$ cat src/rtl/mul_exec_pipe_pkg.sv
// mul_exec_pipe_pkg: shared backend types and ROB age compare
package mul_exec_pipe_pkg;
  localparam int ROB_IDX_MAX = 16;
  localparam int PREG_W_DEF = 7;
  localparam int ROB_IDX_W_DEF = 6;
  typedef enum logic [1:0] {MUL = 2'b00, MULH = 2'b01, MULHSU = 2'b10, MULHU = 2'b11} mul_op_e;
  typedef logic [PREG_W_DEF-1:0] preg_t;
  typedef struct packed {
    logic wrap;
    logic [ROB_IDX_W_DEF-1:0] idx;
  } rob_tag_t;
  function automatic logic rob_younger(input logic a_wrap, input logic [ROB_IDX_MAX-1:0] a_idx,
                                       input logic k_wrap, input logic [ROB_IDX_MAX-1:0] k_idx);
    return (a_wrap == k_wrap) ? (a_idx > k_idx) : (a_idx < k_idx);
  endfunction
endpackage

$ cat src/rtl/mul_exec_pipe_core.sv
// mul_core: RV32M-style operand extension, full product and op-based result select
module mul_core
  import mul_exec_pipe_pkg::*;
#(
  parameter int XLEN = 32
) (
  input  mul_op_e          op,
  input  logic [XLEN-1:0]  src1,
  input  logic [XLEN-1:0]  src2,
  output logic [XLEN-1:0]  result
);
  localparam int PW = 2 * XLEN + 2;
  logic [XLEN:0] a, b;
  logic [PW-1:0] p;
  always_comb begin
    a = {(op != MULHU) & src1[XLEN-1], src1};
    b = {(op == MUL || op == MULH) & src2[XLEN-1], src2};
    p = {{(XLEN+1){a[XLEN]}}, a} * {{(XLEN+1){b[XLEN]}}, b};
    result = (op == MUL) ? p[XLEN-1:0] : p[2*XLEN-1:XLEN];
  end
endmodule

$ cat src/rtl/mul_exec_pipe.sv
// mul_exec_pipe: pipelined multiply with payload tracking, global stall and ROB-tag kill
module mul_exec_pipe
  import mul_exec_pipe_pkg::*;
#(
  parameter int XLEN = 32,
  parameter int LATENCY = 3,
  parameter int PREG_W = 7,
  parameter int ROB_IDX_W = 6
) (
  input  logic                 clk,
  input  logic                 rst,
  input  logic                 in_valid,
  output logic                 in_ready,
  input  logic [1:0]           in_op,
  input  logic [XLEN-1:0]      in_src1,
  input  logic [XLEN-1:0]      in_src2,
  input  logic [PREG_W-1:0]    in_pdst,
  input  logic [ROB_IDX_W:0]   in_rob_tag,
  input  logic                 kill_valid,
  input  logic [ROB_IDX_W:0]   kill_rob_tag,
  input  logic                 flush_all,
  output logic                 out_valid,
  input  logic                 out_ready,
  output logic [XLEN-1:0]      out_result,
  output logic [PREG_W-1:0]    out_pdst,
  output logic [ROB_IDX_W:0]   out_rob_tag
);
  localparam int TW = ROB_IDX_W + 1;
  logic [LATENCY-1:0] v, v_n, hit;
  logic [XLEN-1:0] res [LATENCY];
  logic [PREG_W-1:0] pdst [LATENCY];
  logic [TW-1:0] tag [LATENCY];
  logic [XLEN-1:0] prod;
  logic stall, accept;
  function automatic logic younger(input logic [TW-1:0] a, input logic [TW-1:0] k);
    return rob_younger(a[TW-1], ROB_IDX_MAX'(a[ROB_IDX_W-1:0]), k[TW-1], ROB_IDX_MAX'(k[ROB_IDX_W-1:0]));
  endfunction
  if (LATENCY < 1 || LATENCY > 8) begin : g_lat_chk
    $error("mul_exec_pipe: LATENCY must be 1..8");
  end
  mul_core #(.XLEN(XLEN)) u_core (
    .op(mul_op_e'(in_op)),
    .src1(in_src1),
    .src2(in_src2),
    .result(prod)
  );
  assign stall = v[LATENCY-1] && !out_ready;
  assign in_ready = !stall;
  assign accept = in_valid && !stall && !flush_all && !(kill_valid && younger(in_rob_tag, kill_rob_tag));
  assign out_valid = v[LATENCY-1];
  assign out_result = res[LATENCY-1];
  assign out_pdst = pdst[LATENCY-1];
  assign out_rob_tag = tag[LATENCY-1];
  // kill is applied to each stage's current tag, whether or not the pipe advances
  always_comb begin
    for (int i = 0; i < LATENCY; i++) hit[i] = kill_valid && younger(tag[i], kill_rob_tag);
    v_n[0] = stall ? v[0] && !hit[0] : accept;
    for (int i = 1; i < LATENCY; i++) v_n[i] = stall ? v[i] && !hit[i] : v[i-1] && !hit[i-1];
    if (flush_all) v_n = '0;
  end
  always_ff @(posedge clk) begin
    v <= rst ? '0 : v_n;
    if (!stall) begin
      res[0] <= prod;
      pdst[0] <= in_pdst;
      tag[0] <= in_rob_tag;
      for (int i = 1; i < LATENCY; i++) begin
        res[i] <= res[i-1];
        pdst[i] <= pdst[i-1];
        tag[i] <= tag[i-1];
      end
    end
  end
  always_ff @(posedge clk) if (!rst && out_valid) assert (!$isunknown({out_result, out_pdst, out_rob_tag}));
endmodule

$ cat config.mk
export PLATFORM = sky130hd
export DESIGN_NAME = mul_exec_pipe
export DESIGN_NICKNAME = d
export VERILOG_FILES = /design/src/rtl/mul_exec_pipe_pkg.sv /design/src/rtl/mul_exec_pipe_core.sv /design/src/rtl/mul_exec_pipe.sv
export SDC_FILE = /design/constraint.sdc
export NUM_CORES = 2
export LEC_CHECK = 0
export CAP_MARGIN = 20
export CORE_MARGIN = 8
export CORE_UTILIZATION = 30
export CTS_BUF_LIST = sky130_fd_sc_hd__clkbuf_16
export CTS_CLUSTER_SIZE = 28
export DETAILED_ROUTE_END_ITERATION = 12
export GPL_TIMING_DRIVEN = 0
export HOLD_SLACK_MARGIN = 0.15
export SLEW_MARGIN = 20
export SYNTH_ARGS = -nofsm -noshare
export SYNTH_HDL_FRONTEND = slang
export SYNTH_SLANG_ARGS = --single-unit
$ cat constraint.sdc
create_clock -name clk -period 29.7 [get_ports clk]
set_clock_uncertainty 0.15 [all_clocks]
set_input_delay 8.91 -clock clk [delete_from_list [all_inputs] [get_ports clk]]
set_output_delay 8.91 -clock clk [all_outputs]
set_load 0.03 [all_outputs]
Yosys cells after proc, flatten, opt, wreduce, memory -nomap -nowiden:

Memories as Yosys holds them, arrays and structs flattened.
Index checks and enable logic that the tools add are counted.

* bits in registers: 3
* memory bits (writable): 138
* logic and storage cells: 51
* memories kept: 3

Memory list
* res: words 3, bits a word 32, read ports 3, clocked after Yosys merged registers in 0, write ports 3, line mul_exec_pipe.sv:30 `logic [XLEN-1:0] res [LATENCY];`
* pdst: words 3, bits a word 7, read ports 3, clocked after Yosys merged registers in 0, write ports 3, line mul_exec_pipe.sv:31 `logic [PREG_W-1:0] pdst [LATENCY];`
* tag: words 3, bits a word 7, read ports 3, clocked after Yosys merged registers in 0, write ports 3, line mul_exec_pipe.sv:32 `logic [TW-1:0] tag [LATENCY];`

* $mul: 1
* $lt $le $gt $ge: 8
* eq/ne operators: 6
* muxes and demuxes: 9
* bitwise gates (word level): 2
* reduce and logical (&&, ||, !) cells: 21

Operator list (count)
* 33-bit by 33-bit multiplier with 64-bit output: 1
* 32-bit two-way mux: 1
* 6-bit greater-than comparator: 4
* 6-bit less-than comparator: 4
* 1-bit logical AND: 11
* 1-bit two-way mux: 8
* 1-bit zero test: 7
* 1-bit == test: 4
* 1-bit AND: 2
* 2-bit by 1-bit == test with 1-bit output, second input constant: 1
* 2-bit zero test: 1
* 2-bit inequality test, second input constant: 1
* 2-bit OR reduction: 1
* 1-bit logical OR: 1

Depth between registers and ports, before layout:

* word-level depth: 7
* gate-level depth with buffers: 30

Cells and area by module:

A second synthesis with hierarchy kept.

* cell total of the unflattened synthesis: 4524
* area, all modules: 43380.4 um^2

Modules (own cells, without submodules)
* mul_core: times used 1, cells an instance 4241, area an instance 38089.0 um^2, sequential area each 0.0 um^2
* mul_exec_pipe: times used 1, cells an instance 283, area an instance 5291.3 um^2, sequential area each 4204.0 um^2

Worst setup path after synthesis:

Ideal clock, no wire load.

* path kind: input to output
* start: input port out_ready
* end: output port in_ready
* arrival time: 13.114 ns
* required time: 20.640 ns
* path slack: 7.526 ns
* stages on the path: 2
* cells stage by stage: nand2b_1 clkbuf_1

* word-level cells in the longest chain between the ends: 3

Ends and longest elaborated chain
* start: declaration: line mul_exec_pipe.sv:23 `input logic out_ready,`
* 1-bit zero test: line mul_exec_pipe.sv:47 `assign stall = v[LATENCY-1] && !out_ready;`
* 1-bit logical AND: line mul_exec_pipe.sv:47
* 1-bit zero test
* end: declaration: line mul_exec_pipe.sv:13 `output logic in_ready,`

Every way passes these cells.

Final worst setup path:

Ends and elaborated chain as after synthesis.

==> key figures <==
Synthesis
  – Post-Syn Instances: between 4000 and 5000
  – Syn Area/Cell: between 9 and 10 um2
  – Cell taking the most area after synthesis: fa_1
  – Ys flop type: edfxtp_1
  – Mux cell area share after synthesis: 0.000693
  – Compound-Gate Fraction of Synth Area: 0.0399
  – Largest cells by area after synthesis: fa_1 (52%), edfxtp_1 (9.6%), inv_1 (9.5%), nand2_1 (6.8%), ha_1 (6.8%)
  – Most frequent cell after synthesis: fa_1
  – Syn_nets: about 6000
  – Fraction of registers with async set/reset: 0
  – Main combinational cell family by area after synthesis: adder cells
  – Synth cell types: 62
  – Seq/Total Area, Yosys: 0.0970
  – EDFF count, synth: approximately 140
  – Post-Syn Area: approximately 0.043 mm2
  – XOR/XNOR Fraction of Synth Area: 0.0152
  – Adder-cell share of the synthesized area: 0.588
  – Top cell type's share of synthesized area: 0.519
  – Seq cells post-synth: around 140
  – Synth cell count leaders: fa_1 (1125), inv_1 (1102), nand2_1 (788)
  – Synth Warn #: 0
  – Simple-Gate Fraction of Synth Area: 0.136

Critical path
  – Kind of critical path: in -> out
  – Startpoint types: input port
  – CP max FO: 43
  – R2R cell count: 9
  – Worst Setup End Kind: output pin
  – CP required: between 20 and 25 ns
  – Setup slack, reg-to-reg: around 27 ns
  – Worst EP arrival: ~11 ns

Timing
  – Max-slew violation count: 0
  – RSZ-0062 raised after global routing: false
  – Slew HR: 0.192
  – Setup violators final: 0
  – Hold_ws: ~0.26 ns
  – Pin slew with the least headroom to its limit: 1.21 ns
  – Final hold violations: 0
  – Period minus WS final: roughly 20 ns
  – Final period util: 0.673
  – Max frequency: 50.0 MHz
  – Setup TNS: 0 ns

Global routing
  – Grt ovf: 0
  – Initial antenna violation count: 16
  – Largest net degree at the start of global routing: between 40 and 50
  – First-pass GRT wire length: 231000 um
  – Vias in the first global route: 34200
  – Total track usage: 0.201

Finish
  – Layout cells sized above 1: 0.0254
  – Multi-input gate area: between 0.03 and 0.04 mm2
  – Filler cell count: around 15000
  – P&R area growth vs syn: 10.3%
  – Final nets: around 6100
  – FF+latch area: between 0.004 and 0.005 mm2
  – Core Util, Final: 0.333

Clocking
  – Post-CTS setup buffer count: 0
  – H-Tree Depth: 4
  – CTS tree: built
  – Hold Buf Count CTS: 0
  – Resize count post-CTS: 0
  – CTS Buffer Depth: 2
  – CTS buffer count: 17
  – Root buffer cell: clkbuf_16
  – Latest clock arrival within the worst-skew pair: approximately 0.42 ns
  – Worst-path clk slew: around 0.070 ns
  – Clock sinks: between 100 and 150

Floorplanning
  – Die area: 0.157 mm2
  – Standard-cell rows: about 140
  – Initial Utilization: 0.302
  – # IOs: around 140
  – Die Y: 396 um
  – Core area: ~0.14 mm2
  – Die Wd: about 400 um

Min path
  – Hold depth: 0
  – Hold Crit Class: reg -> reg

Run
  – Max-cap violations: 0

Placement
  – Placed wire-length estimate: about 140000 um
  – Port Buffers: 137
  – RD Place Congestion: ~1.0

Drt
  – 1st-pass router iterations: 5
  – Post-DRT Antenna Nets: 0
  – Via count: approximately 32000
  – DRC viols: 0
  – Routed WL per cell: about 24 um
  – DR iter-0 viols: 2539
  – DR vias/cell: 4.88
  – Drt total wl: roughly 160000 um

Run status
  – Outcome: completed
-- cell type report --
class | instances | area share
plain buffers | 277 | 0.0258
clock inverters | 15 | 0.00369
repair buffers | 140 | 0.0301
diodes | 7 | 0.000366
flip-flops and latches | 141 | 0.0879
inverters | 1102 | 0.0865
well taps | 1903 | 0.0498
clock buffers | 17 | 0.00890
multi-input cells | 3000 | 0.707
-- sequential cells by signal, indices dropped and copies added, names as in the netlist --
| signal | count |
|---|---|
| pdst | 21 |
| res | 96 |
| tag | 21 |
| v | 3 |
-- metrics by stage --
stage	setup slack, ns	area (um2)	instances
2_1_floorplan	7.53	43400	4520
3_3_place_gp	4.04	47100	6560
3_5_place_dp	9.68	47200	6563
4_1_cts	9.67	47800	6595
5_1_grt	9.64	47800	6597
6_report	9.72	47800	6602
-- worst max-delay path, stage by stage --
cell and delay [ns]:
clkdlybuf4s50_1 0.53, nand2b_1 0.12, clkbuf_4 0.35, buf_12 0.28, clkdlybuf4s50_1 0.72
-- worst paths after layout --
kind	startpoint	end
min reg2reg	res[0][23]	res[0][55]
min	res[0][23]	res[0][55]
max reg2reg	tag[0][3]	v[0]
max	out_ready	in_ready
-- kinds of logic after synthesis --
kind of cell / after synthesis
AO/OA/AOI/OAI: 271
flip-flops: 141
adder cells (fa/ha/maj): 1361
XOR/XNOR: 75
AND/OR/NAND/NOR: 1290
buffers and inverters: 1379
multiplexers: 3
-- cell usage in the layout, fill, tap and decap left out, types with 8 or more instances in the layout --
cell / count
fa_1: 1124
inv_1: 1102
nand2_1: 788
and2_1: 325
ha_1: 236
clkbuf_1: 218
edfxtp_1: 138
clkdlybuf4s50_1: 137
a21oi_1: 96
nor2_1: 81
o21ai_0: 53
xnor2_1: 53
buf_4: 47
a21o_1: 35
xor2_1: 22
nand3_1: 19
nand4_1: 17
clkbuf_16: 17
nor3_1: 13
o211ai_1: 12
or2_2: 10
o21bai_1: 10
nor2b_1: 8
-- metal layers --
| layer | track usage | vias to the layer above | part of all wire |
|---|---|---|---|
| met5 | 0 | - | 0.00017 |
| met4 | 0.100 | 4 | 0.064 |
| met3 | 0.0548 | 352 | 0.10 |
| met2 | 0.314 | 1520 | 0.44 |
| met1 | 0.256 | 16900 | 0.39 |
| li1 | - | 13400 | - |
Power is not shown: default switching activity piles up to over one toggle a cycle in this logic, so the estimate is an artifact.
